## config.mk

```make
export PLATFORM = sky130hd
export DESIGN_NAME = beta_alu
export DESIGN_NICKNAME = d
export VERILOG_FILES = /design/src/rtl/beta_alu.sv
export SDC_FILE = /design/constraint.sdc
export NUM_CORES = 1
export LEC_CHECK = 0
export ABC_AREA = 1
export BUFFER_PORTS_ARGS = -buffer_cell sky130_fd_sc_hd__buf_2
export CAP_MARGIN = 5
export CORE_ASPECT_RATIO = 0.9
export CORE_UTILIZATION = 29
export CTS_CLUSTER_DIAMETER = 150
export DETAILED_ROUTE_END_ITERATION = 8
export GPL_ROUTABILITY_DRIVEN = 1
export GPL_TIMING_DRIVEN = 0
export SETUP_SLACK_MARGIN = 0.02
export SYNTH_ARGS = -nofsm -noshare
export SYNTH_HDL_FRONTEND = slang
export SYNTH_SLANG_ARGS = --single-unit
```

## constraint.sdc

```tcl
create_clock -name clk -period 5.1 [get_ports clk]
set_clock_uncertainty 0.1 [all_clocks]
set_input_delay 0.51 -clock clk [delete_from_list [all_inputs] [get_ports clk]]
set_output_delay 0.51 -clock clk [all_outputs]
set_load 0.05 [all_outputs]
```

## src/rtl/beta_alu.sv

```systemverilog
// Beta-style ALU: arithmetic, compare, boolean and shift ops.
// Result and Z/N/V flags are registered, one cycle after issue.
module beta_alu #(
  parameter int WIDTH = 32,
  parameter int SHW   = $clog2(WIDTH)
) (
  input  logic             clk,
  input  logic             reset,
  input  logic [5:0]       ALUFN,
  input  logic [WIDTH-1:0] A,
  input  logic [WIDTH-1:0] B,
  output logic [WIDTH-1:0] Y,
  output logic             Z,
  output logic             N,
  output logic             V
);

  localparam int M = WIDTH - 1;

  localparam logic [5:0] OP_ADD  = 6'b100000;
  localparam logic [5:0] OP_SUB  = 6'b100001;
  localparam logic [5:0] OP_EQ   = 6'b100100;
  localparam logic [5:0] OP_LT   = 6'b100101;
  localparam logic [5:0] OP_LE   = 6'b100110;
  localparam logic [5:0] OP_AND  = 6'b101000;
  localparam logic [5:0] OP_OR   = 6'b101001;
  localparam logic [5:0] OP_XOR  = 6'b101010;
  localparam logic [5:0] OP_XNOR = 6'b101011;
  localparam logic [5:0] OP_SHL  = 6'b101100;
  localparam logic [5:0] OP_SHR  = 6'b101101;
  localparam logic [5:0] OP_SRA  = 6'b101110;

  logic [WIDTH-1:0] w_sum;
  logic [WIDTH-1:0] w_diff;
  logic [SHW-1:0]   w_sh;
  logic             w_vadd;
  logic             w_vsub;
  logic             w_eq;
  logic             w_lt;
  logic [WIDTH-1:0] w_y;
  logic             w_v;

  logic [WIDTH-1:0] r_y;
  logic             r_z;
  logic             r_n;
  logic             r_v;

  assign w_sum  = A + B;
  assign w_diff = A - B;
  assign w_sh   = B[SHW-1:0];
  assign w_vadd = (A[M] == B[M]) && (w_sum[M] != A[M]);
  assign w_vsub = (A[M] != B[M]) && (w_diff[M] != A[M]);
  assign w_eq   = (A == B);
  // signed less-than from sign and overflow of A-B, so it never wraps
  assign w_lt   = w_diff[M] ^ w_vsub;

  always_comb begin
    w_y = '0;
    w_v = 1'b0;
    case (ALUFN)
      OP_ADD: begin
        w_y = w_sum;
        w_v = w_vadd;
      end
      OP_SUB: begin
        w_y = w_diff;
        w_v = w_vsub;
      end
      OP_EQ:   w_y = {{M{1'b0}}, w_eq};
      OP_LT:   w_y = {{M{1'b0}}, w_lt};
      OP_LE:   w_y = {{M{1'b0}}, w_lt | w_eq};
      OP_AND:  w_y = A & B;
      OP_OR:   w_y = A | B;
      OP_XOR:  w_y = A ^ B;
      OP_XNOR: w_y = ~(A ^ B);
      OP_SHL:  w_y = A << w_sh;
      OP_SHR:  w_y = A >> w_sh;
      OP_SRA:  w_y = $signed(A) >>> w_sh;
      default: begin
        w_y = '0;
        w_v = 1'b0;
      end
    endcase
  end

  always_ff @(posedge clk) begin
    if (reset) begin
      r_y <= '0;
      r_z <= 1'b1;
      r_n <= 1'b0;
      r_v <= 1'b0;
    end else begin
      r_y <= w_y;
      r_z <= (w_y == '0);
      r_n <= w_y[M];
      r_v <= w_v;
    end
  end

  assign Y = r_y;
  assign Z = r_z;
  assign N = r_n;
  assign V = r_v;

endmodule

```

# --- Yosys cells after proc, flatten, opt, wreduce, memory -nomap -nowiden ---
# Index checks and enable logic that the tools add are counted.
# Widths: inputs -> output; s select.
totals:
  reg_bits: 35
  input_bits: 72
  out_inout_bits: 35
  elab_cells: 37
op_classes:
  add_sub_neg: 2
  eq_ne: 17
  shift: 3
  mux: 2
  bitwise_logic: 6
  reduce_logical: 3
op_table:
  columns: ["operator", "n"]
  rows:
  - ["$pmux 32 s12", 1]
  - ["$eq 6x6->1 const B", 12]
  - ["$add 32x32->32", 1]
  - ["$and 32x32->32", 1]
  - ["$eq 32x32->1", 1]
  - ["$logic_not 32->1", 1]
  - ["$not 32->32", 1]
  - ["$or 32x32->32", 1]
  - ["$shl 32x5->32", 1]
  - ["$shr 32x5->32", 1]
  - ["$sshr 32x5->32", 1]
  - ["$sub 32x32->32", 1]
  - ["$xor 32x32->32", 1]
  - ["$ne 1x1->1", 3]
  - ["$logic_and 1x1->1", 2]
  - ["$pmux 1 s2", 1]
  - ["$eq 1x1->1", 1]
  - ["$or 1x1->1", 1]
  - ["$xor 1x1->1", 1]

# --- Longest topological paths before layout ---
# Gate-level depths: netlist (run 1).
depth:
  depth_word: 7
  ltp_mapped: 32

# --- Worst setup path before layout (run 1) ---
# Ideal clock, no wire load.
synth_path:
  kind: "input-to-reg"
  startpoint: "input port B[4]"
  endpoint: "register r_z, in the netlist Z"
  setup_ns: 0.061
  arrival_ns: 3.742
  t_required_ns: 4.939
  setup_slack_ns: 1.197
  stages: 29
  path_buffers: 4
  path_cell_list: "buf_2 > inv_1 > buf_2 > buf_2 > ha_1 > buf_2 > nor2_1 > nand3_1 > nand3b_1 > nand2_1 > nand2_1 > nand2_1 > nand2_1 > nand2_1 > nand2_1 > a21oi_1 > fa_1 > inv_1 > nand2_1 > nand4_1 > nor2_1 > nand2_1 > nor2_1 > nand3_1 > nor2_1 > nand2_1 > nor2_1 > nand3_1 > nand2_1"
synth_via:
  elab_chain_cells: 7
  elab_cells_between_ends: 16
synth_rtl:
  columns: ["item", "line", "rtl"]
  rows:
  - ["start: declaration", "11", "input logic [WIDTH-1:0] B,"]
  - ["$sub 32x32->32", "49", "assign w_diff = A - B;"]
  - ["$ne 1x1->1", "52", "assign w_vsub = (A[M] != B[M]) && (w_diff[M] != A[M]);"]
  - ["$logic_and 1x1->1", "52", null]
  - ["$xor 1x1->1", "55", "assign w_lt = w_diff[M] ^ w_vsub;"]
  - ["$or 1x1->1", "71", "OP_LE: w_y = {{M{1'b0}}, w_lt | w_eq};"]
  - ["$pmux 32 s12 *", "60", "case (ALUFN)"]
  - ["$logic_not 32->1 *", "94", "r_z <= (w_y == '0);"]
  - ["end signal: assignment", "94", null]
  - ["end: declaration", "44", "logic r_z;"]
# Mark *: on every way between the ends. The rest lies on a longest branch, timed or not.
# A chain may end at the register's enable or synchronous reset.

# --- Worst setup path in the final report (run 1) ---
layout_path:
  startpoint: "input port B[3]"
  endpoint: "register r_z, in the netlist Z"
# Same word-level chain as after synthesis.

==> flow_summary.ini, run 1 <==
[logic_synthesis]
synth_edf_count = 0
ys_async_sr_fraction_pct = 0
yosys_warnings = 0
synth.yosys.seq_area_share_pct = 5.898
synthCells = 2302
synth_cell_type_count = 40
yosys_most_used_dff = dfxtp_1
ys_ff_latch = 34
avgSynthCellArea_um2 = 5.013
syn-num-nets = 2473
netlist_area_um2 = 11540

[pwr]
p_leak_uw = 0.007509
power_density_nw_per_um2 = 146.9
p_total_uw = 1909
p_switching_uw = 1018
power.internal_uw = 891.1
switching_share_pct = 53.33
ir_worst_vdd_mv = 0.1889
power_frac_seq_pct = 14.6
combPwrFrac_pct = 65.3
pwr-share-clk_pct = 20.1

[clock_network]
numCtsBuffers = 5
cts_tree = built
clk_pin_slew_worst_paths_ns = 0.05
clockBufferDepth = 2
cts-root-buf = clkbuf_16
cts_sinks = 34
htreeDepth = 2

[floorplanning]
io_pins = 107
die_w_um = 212.3
die_h_um = 191.3
start_util_pct = 29.75
die_area_um2 = 40600
rows = 68
core_um2 = 38800

[critical_path]
critical_path_buf_inv_count = 6
cp_max_fo = 11
crit_path_end_kind = register
crit_start = B[3]
endpoint = Z
cpMostUsedCell = nand2_1
path_delay_family = simple AND/OR/NAND/NOR gates
crit_type = input port to register
critPathSlowestCell = fa_2
cp_data_arrival_time_ns = 4.94
critical-path-max-stage-delay_ns = 0.44
critPathRequiredTime_ns = 5.21
path_depth = 31
start_kind = input port

[place]
portBuffers = 106
dp_slack_ns = -0.7051
placed_cell_area_um2 = 12750
place_hpwl_um = 58490
place_congestion = 1.037

[final_layout]
n_fill_cell = 4639
drive_gt1_share_pct = 10.42
fin_area_um2 = 13000
final_common_cell = nand2_1
layout_common_cells = nand2_1 (780), nand3_1 (467), inv_1 (309)
finalNetCount = 2588
layout.area.seq_um2 = 680.7
multiInputGateArea_um2 = 9052
syn_to_final_growth_pct = 12.64

[global_routing]
grt_max_degree = 13
grt_first_pass_wirelength_um = 98410
antenna_found_initial = 0
grt_util_all_layers_pct = 33.61
globalRoute.totalOverflow = 0
grt_pass1_vias = 14359

[routing]
firstDrtPassIters = 6
avgRoutedWirePerCell_um = 23.44
vias_per_cell = 5.458
vias = 16068
drtIter0Drc = 2206
antenna_left = 0
wl_um = 69000
drc = 0

[timing]
max_slew_margin_pct = 35.21
fin_ws_ns = 0.2751
setup_violations = 0
hold_ws_ns = 0.4042
hold_viol = 0
fin_crit_sh_pct = 94.61
period_needed_ns = 4.825
tightest_slew_ns = 0.9719
timing.fmax_ghz = 0.2073
rsz0062_at_grt = no
maxSlewViolCount = 0

[job]
maxCapViolations = 0

[outcome]
status = finished clean

[min_path]
hp-class = input port to register
==> stage by stage <==
stage / setup TNS (ns) / std cells / utilization (%)
after global routing: 0 / 2943 / 33.50
after floorplan: 0 / 2302 / -
final: 0 / 2944 / 33.51
after detailed placement: -0.9845 / 2935 / 32.86
after global placement: -0.9940 / 2933 / 32.81
after CTS: 0 / 2944 / 33.42
==> worst min path at each step <==
stage | slack (ns) | start | cells past startpoint | end
final | 0.40 | reset | 2 | Y[19]
after detailed placement | 0.67 | reset | 2 | Y[19]
after global placement | 0.68 | reset | 2 | Y[19]
after CTS | 0.38 | reset | 2 | Y[19]
after global routing | 0.40 | reset | 2 | Y[19]
after floorplan | 0.48 | reset | 1 | Y[17]
==> final cells by class <==
class | count | share of cell area (%)
Clock inverter | 3 | 0.5294
Timing Repair Buffer | 110 | 4.341
Sequential cell | 34 | 5.236
Clock buffer | 5 | 0.9625
Buffer | 99 | 5.005
Antenna cell | 1 | 0.01925
Tap cell | 525 | 5.053
Inverter | 318 | 9.220
Multi-Input combinational cell | 1849 | 69.63
==> state kept, by name, indices dropped and copies added (netlist names) <==
register,flops
V,1
Y,32
Z,1
==> kinds of logic (layout without fill, tap and decap cells) <==
kind of cell               after synthesis  count (layout)  synth area share (%)
other                                    0               1                     0
and+or+nand+nor                       1593            1593                 59.87
DFF                                     34              34                 5.898
buffers and inverters                  419             535                 15.82
AOI/OAI and AO/OA                      157             157                 7.491
adders and majority gates               99              99                 10.93
==> metal layers <==
layer / up-vias / GRT usage, % / share of wire (%)
met5: - / 0 / 0
met2: 1008 / 47.11 / 38
li1: 7568 / - / -
met1: 7362 / 50.24 / 46
met4: 0 / 11.23 / 3.8
met3: 130 / 6.194 / 12
==> Yosys cell counts (3+ instances only) <==
cell type | instances | share of area [%]
nand2_1 | 780 | 25
nand3_1 | 467 | 20
inv_1 | 310 | 10
nor2_1 | 231 | 7.5
ha_1 | 96 | 10
a21oi_1 | 63 | 2.7
buf_2 | 50 | 2.2
o21ai_0 | 47 | 2.0
dfxtp_1 | 34 | 5.9
nand4_1 | 31 | 1.7
nor3_1 | 19 | 0.82
buf_6 | 17 | 1.7
buf_4 | 16 | 1.0
nand2_2 | 15 | 0.81
o22ai_1 | 15 | 0.81
clkbuf_1 | 13 | 0.42
and2_1 | 10 | 0.54
nand3b_1 | 10 | 0.65
o211ai_1 | 10 | 0.65
nor2_2 | 9 | 0.49
o21bai_1 | 8 | 0.52
inv_2 | 7 | 0.23
o21ai_1 | 7 | 0.30
buf_1 | 5 | 0.16
or2_2 | 5 | 0.27
a31oi_1 | 4 | 0.22
nor2_4 | 4 | 0.39
and3_1 | 3 | 0.16
fa_1 | 3 | 0.52
nand2_4 | 3 | 0.29
==> timing repair <==
| action | 4_1_cts | 5_1_grt |
|---|---|---|
| hold buffers | 0 | 0 |
| gates resized for setup | 5 | 17 |
| pin swaps | 1 | 2 |
| setup endpoints to repair | 2 | 1 |
| cloned | 0 | 0 |
| buffers inserted | 1 | 1 |
==> power groups by stage <==
stage               sequential, uW  clock (uW)  combinational (uW)
floorplan                      323           0                 726
global placement               284           0                1190
detailed placement             284           0                1190
CTS                            279         387                1200
global route                   280         398                1350
finish                         279         383                1250
Note: power is estimated with default switching activity, not from simulation.
==> run 2: changes to the inputs <==
- CTS_CLUSTER_SIZE: default -> 28
- PLACE_DENSITY_LB_ADDON: default -> 0.12
==> run 2 against run 1 <==
Via count decreased by 0.79%. First-iteration DRC count shrank 9.6%. Global-route usage increased by 1.5 points. Sequential share of layout area unchanged. Maximum frequency up 1.2%. Wire length is 4.6% higher. Sequential cell count stayed put. Design area unchanged. Critical path depth did not move. Non-clock buffer count decreased by 1. Count of clock-buffer cells in the layout is the same. Die area unchanged.
==> flow_summary.ini, run 2 (synthesis gave the netlist of run 1 again) <==
[critical_path]
crit_type = input port to register
start_kind = input port
cp_max_fo = 11
crit_path_end_kind = register
critPathSlowestCell = fa_2
critical-path-max-stage-delay_ns = 0.59
cp_data_arrival_time_ns = 4.88
cpMostUsedCell = nand2_1
critPathRequiredTime_ns = 5.21

[clock_network]
clockBufferDepth = 2
cts_tree = built
clk_pin_slew_worst_paths_ns = 0.05
htreeDepth = 2
cts-root-buf = clkbuf_16
cts_sinks = 34
cts_hold_buf = 0
numCtsBuffers = 5

[global_routing]
globalRoute.totalOverflow = 0
grt_first_pass_wirelength_um = 101100
grt_max_degree = 13
antenna_found_initial = 1
grt_util_all_layers_pct = 35.15
grt_pass1_vias = 14301

[timing]
maxSlewViolCount = 0
setup_violations = 0
period_needed_ns = 4.767
fin_crit_sh_pct = 93.47
hold_viol = 0
tightest_slew_ns = 1.072
timing.fmax_ghz = 0.2098
hold_ws_ns = 0.3971
fin_setup_tns_ns = 0
max_slew_margin_pct = 28.27
rsz0062_at_grt = no
fin_ws_ns = 0.3331

[job]
maxCapViolations = 0

[floorplanning]
core_um2 = 38800
io_pins = 107
start_util_pct = 29.75
die_h_um = 191.3
die_w_um = 212.3
die_area_um2 = 40600
rows = 68

[routing]
drtIter0Drc = 1994
antenna_left = 0
wl_um = 72150
vias = 15941
drc = 0
avgRoutedWirePerCell_um = 24.52
firstDrtPassIters = 6
vias_per_cell = 5.418

[final_layout]
fin_cells = 2942
layout_common_cells = nand2_1 (776), nand3_1 (467), inv_1 (309)
finalNetCount = 2587
num_antenna_cells = 0
largest_reg_flops = 32
drive_gt1_share_pct = 10.55
final_common_cell = nand2_1
syn_to_final_growth_pct = 12.64

[pwr]
p_total_uw = 1934
power_density_nw_per_um2 = 148.8
p_leak_uw = 0.007504
ir_worst_vdd_mv = 0.2033

[outcome]
status = finished clean

[place]
place_inst = 2933
place_congestion = 1.026
portBuffers = 106
place_hpwl_um = 61990
dp_slack_ns = -0.7783

[min_path]
min_from = reset
hp-class = input port to register
min_path_cells = 2
hold-path-endpoint = Y[17]
-- run 2: per-layer routing --
| metal | vias up | track usage [%] | share of wire, % |
|---|---|---|---|
| met3 | 94 | 8.001 | 10 |
| met5 | - | 0 | 0.021 |
| met1 | 7433 | 52.95 | 49 |
| met2 | 845 | 47.70 | 38 |
| li1 | 7567 | - | - |
| met4 | 2 | 11.54 | 3.5 |
-- run 2: cell type report --
cell class	count	area, um2
fill	4741	25800
multi-input combinational	1849	9062
inverter	318	1196
sequential	34	680.7
buffer	100	664.4
tap	525	656.9
timing repair buffer	108	545.5
clock buffer	5	125.1
clock inverter	3	68.82
-- run 2: stage by stage --
stage	instance area, um2	utilization [%]
6_report	13000	33.51
4_1_cts	12950	33.37
3_3_place_gp	12730	32.81
2_1_floorplan	11540	-
5_1_grt	13000	33.51
3_5_place_dp	12730	32.81
-- run 2: how the worst max path moves through the flow --
stage          start  endpoint  slack, ns  depth (start not counted)
6_report        B[4]         Z       0.33                         31
4_1_cts         B[4]         Z       0.04                         32
3_3_place_gp    B[4]         Z      -0.78                         31
2_1_floorplan   B[4]         Z       1.20                         29
3_5_place_dp    B[4]         Z      -0.78                         31
5_1_grt         B[4]         Z       0.03                         32
-- run 2: worst max-delay path, delay by kind of cell --
family	cells	cell delay, ns
fa+ha+maj	2	0.83
buf+inv	8	1.18
compound gates	1	0.12
simple gates	20	2.21
-- run 2: power by group --
part | internal, uW | total, uW | switching (uW)
Combinational | 334 | 1270 | 937
Clock | 280 | 385 | 104
Sequential | 277 | 279 | 2.19
Total | 891 | 1930 | 1040
-- run 2: repair_timing --
| item | 4_1_cts | 5_1_grt |
|---|---|---|
| endpoints found under the setup margin | 2 | 1 |
| setup buffers | 1 | 1 |
| resized for setup | 6 | 18 |
| gates cloned | 0 | 0 |
| pin swaps | 0 | 3 |
==> run 3: changes to the inputs <==
- clock period: 5.1 -> 5.42 ns (I/O delays scaled with it)
==> run 3 against run 2 <==
Core utilization is 0.061 points lower. Wire length is essentially flat. Die area stayed put. Combinational power shrank 6%. Sequential share of layout area is essentially flat. Via count hardly changed. Design area down 0.18%. Clock power down 5.7%. Hold slack better by 0.031 ns. Final cell count up 0.10%.
==> flow_summary.ini, run 3 (synthesis gave the netlist of run 1 again) <==
[critical_path]
cp_data_arrival_time_ns = 5.27
path_delay_family = simple AND/OR/NAND/NOR gates
cp_max_fo = 11
critPathRequiredTime_ns = 5.53
crit_start = B[4]
start_kind = input port
crit_path_end_kind = register
crit_type = input port to register
critical_path_buf_inv_count = 7
critPathSlowestCell = fa_2
cpMostUsedCell = nand2_1
critical-path-max-stage-delay_ns = 0.58

[routing]
drtIter0Drc = 2124
wl_um = 72100
drc = 0
antenna_left = 0
vias = 15938
firstDrtPassIters = 5
avgRoutedWirePerCell_um = 24.48
vias_per_cell = 5.412

[job]
maxCapViolations = 0

[place]
portBuffers = 106
place_congestion = 1.026
place_hpwl_um = 61990

[timing]
rsz0062_at_grt = no
fin_setup_tns_ns = 0
tightest_slew_ns = 1.095
hold_viol = 0
maxSlewViolCount = 0
setup_violations = 0
fin_crit_sh_pct = 95.05
timing.fmax_ghz = 0.1941
hold_ws_ns = 0.4280
max_slew_margin_pct = 26.71
period_needed_ns = 5.151

[min_path]
hp-class = input port to register
min_from = reset

[floorplanning]
die_h_um = 191.3
start_util_pct = 29.75
die_area_um2 = 40600
rows = 68
io_pins = 107
core_um2 = 38800
die_w_um = 212.3

[global_routing]
grt_first_pass_wirelength_um = 101000
grt_pass1_vias = 14293
globalRoute.totalOverflow = 0
antenna_found_initial = 1
grt_max_degree = 13
grt_util_all_layers_pct = 35.10

[clock_network]
clk_pin_slew_worst_paths_ns = 0.05
cts_tree = built
clockBufferDepth = 2
htreeDepth = 2
cts-root-buf = clkbuf_16
cts_sinks = 34
numCtsBuffers = 5

[outcome]
status = finished clean

[final_layout]
largest_reg_flops = 32
drive_gt1_share_pct = 10.42
syn_to_final_growth_pct = 12.43
final_common_cell = nand2_1
n_fill_cell = 4735
finalNetCount = 2589
layout_common_cells = nand2_1 (780), nand3_1 (467), inv_1 (310)
utilization_pct = 33.45

[pwr]
power_density_nw_per_um2 = 140.2
p_total_uw = 1819
ir_worst_vdd_mv = 0.1914
p_leak_uw = 0.007505
==> run 3: cell types whose count changed in the layout (fill, tap and decap cells not counted), sizes merged <==
cell | previous run | this run
buf | 192 | 195
clkbuf | 21 | 20
diode | 0 | 1
==> run 3: where the power goes <==
part / internal [uW] / total (uW) / switching (uW)
sequential: 260 / 262 / 2.05
clock: 264 / 363 / 99.0
combinational: 314 / 1190 / 880
total: 838 / 1820 / 982
==> run 3: layout make-up <==
class / instances / area (um2) / area share (%)
Tap cell: 525 / 656.9 / 5.062
Clock buffer: 5 / 125.1 / 0.9642
Clock inverter: 3 / 68.82 / 0.5303
Timing Repair Buffer: 109 / 553.0 / 4.262
Sequential cell: 34 / 680.7 / 5.245
Buffer: 101 / 645.6 / 4.975
Antenna cell: 1 / 2.502 / 0.01928
Multi-Input combinational cell: 1849 / 9047 / 69.72
Inverter: 318 / 1196 / 9.218
==> run 3: layer usage <==
metal / up-vias / GRT usage (%) / part of all wire (%)
met4: 2 / 10.87 / 3.2
met3: 87 / 8.050 / 10
met5: - / 0 / 0.021
met2: 803 / 47.86 / 38
li1: 7575 / - / -
met1: 7471 / 52.90 / 49
==> run 3: repair_timing <==
action | in CTS | in global routing
hold buffers | 0 | 0
pin swaps | 0 | 1
setup endpoints to repair | 1 | 1
resized for setup | 2 | 10
setup buffers | 0 | 3
==> run 3: worst paths after layout <==
kind / to / slack (ns) / depth (start not counted)
max: Z / 0.27 / 30
min: Y[17] / 0.43 / 2
==> run 3: per-stage QoR <==
| stage | area [um2] | worst slack (ns) | cells |
|---|---|---|---|
| 6_report | 12980 | 0.2685 | 2945 |
| 5_1_grt | 12970 | 0.006374 | 2944 |
| 4_1_cts | 12930 | 0.02206 | 2941 |
| 3_5_place_dp | 12730 | -0.4903 | 2933 |
| 3_3_place_gp | 12730 | -0.4967 | 2933 |
| 2_1_floorplan | 11540 | 1.485 | 2302 |
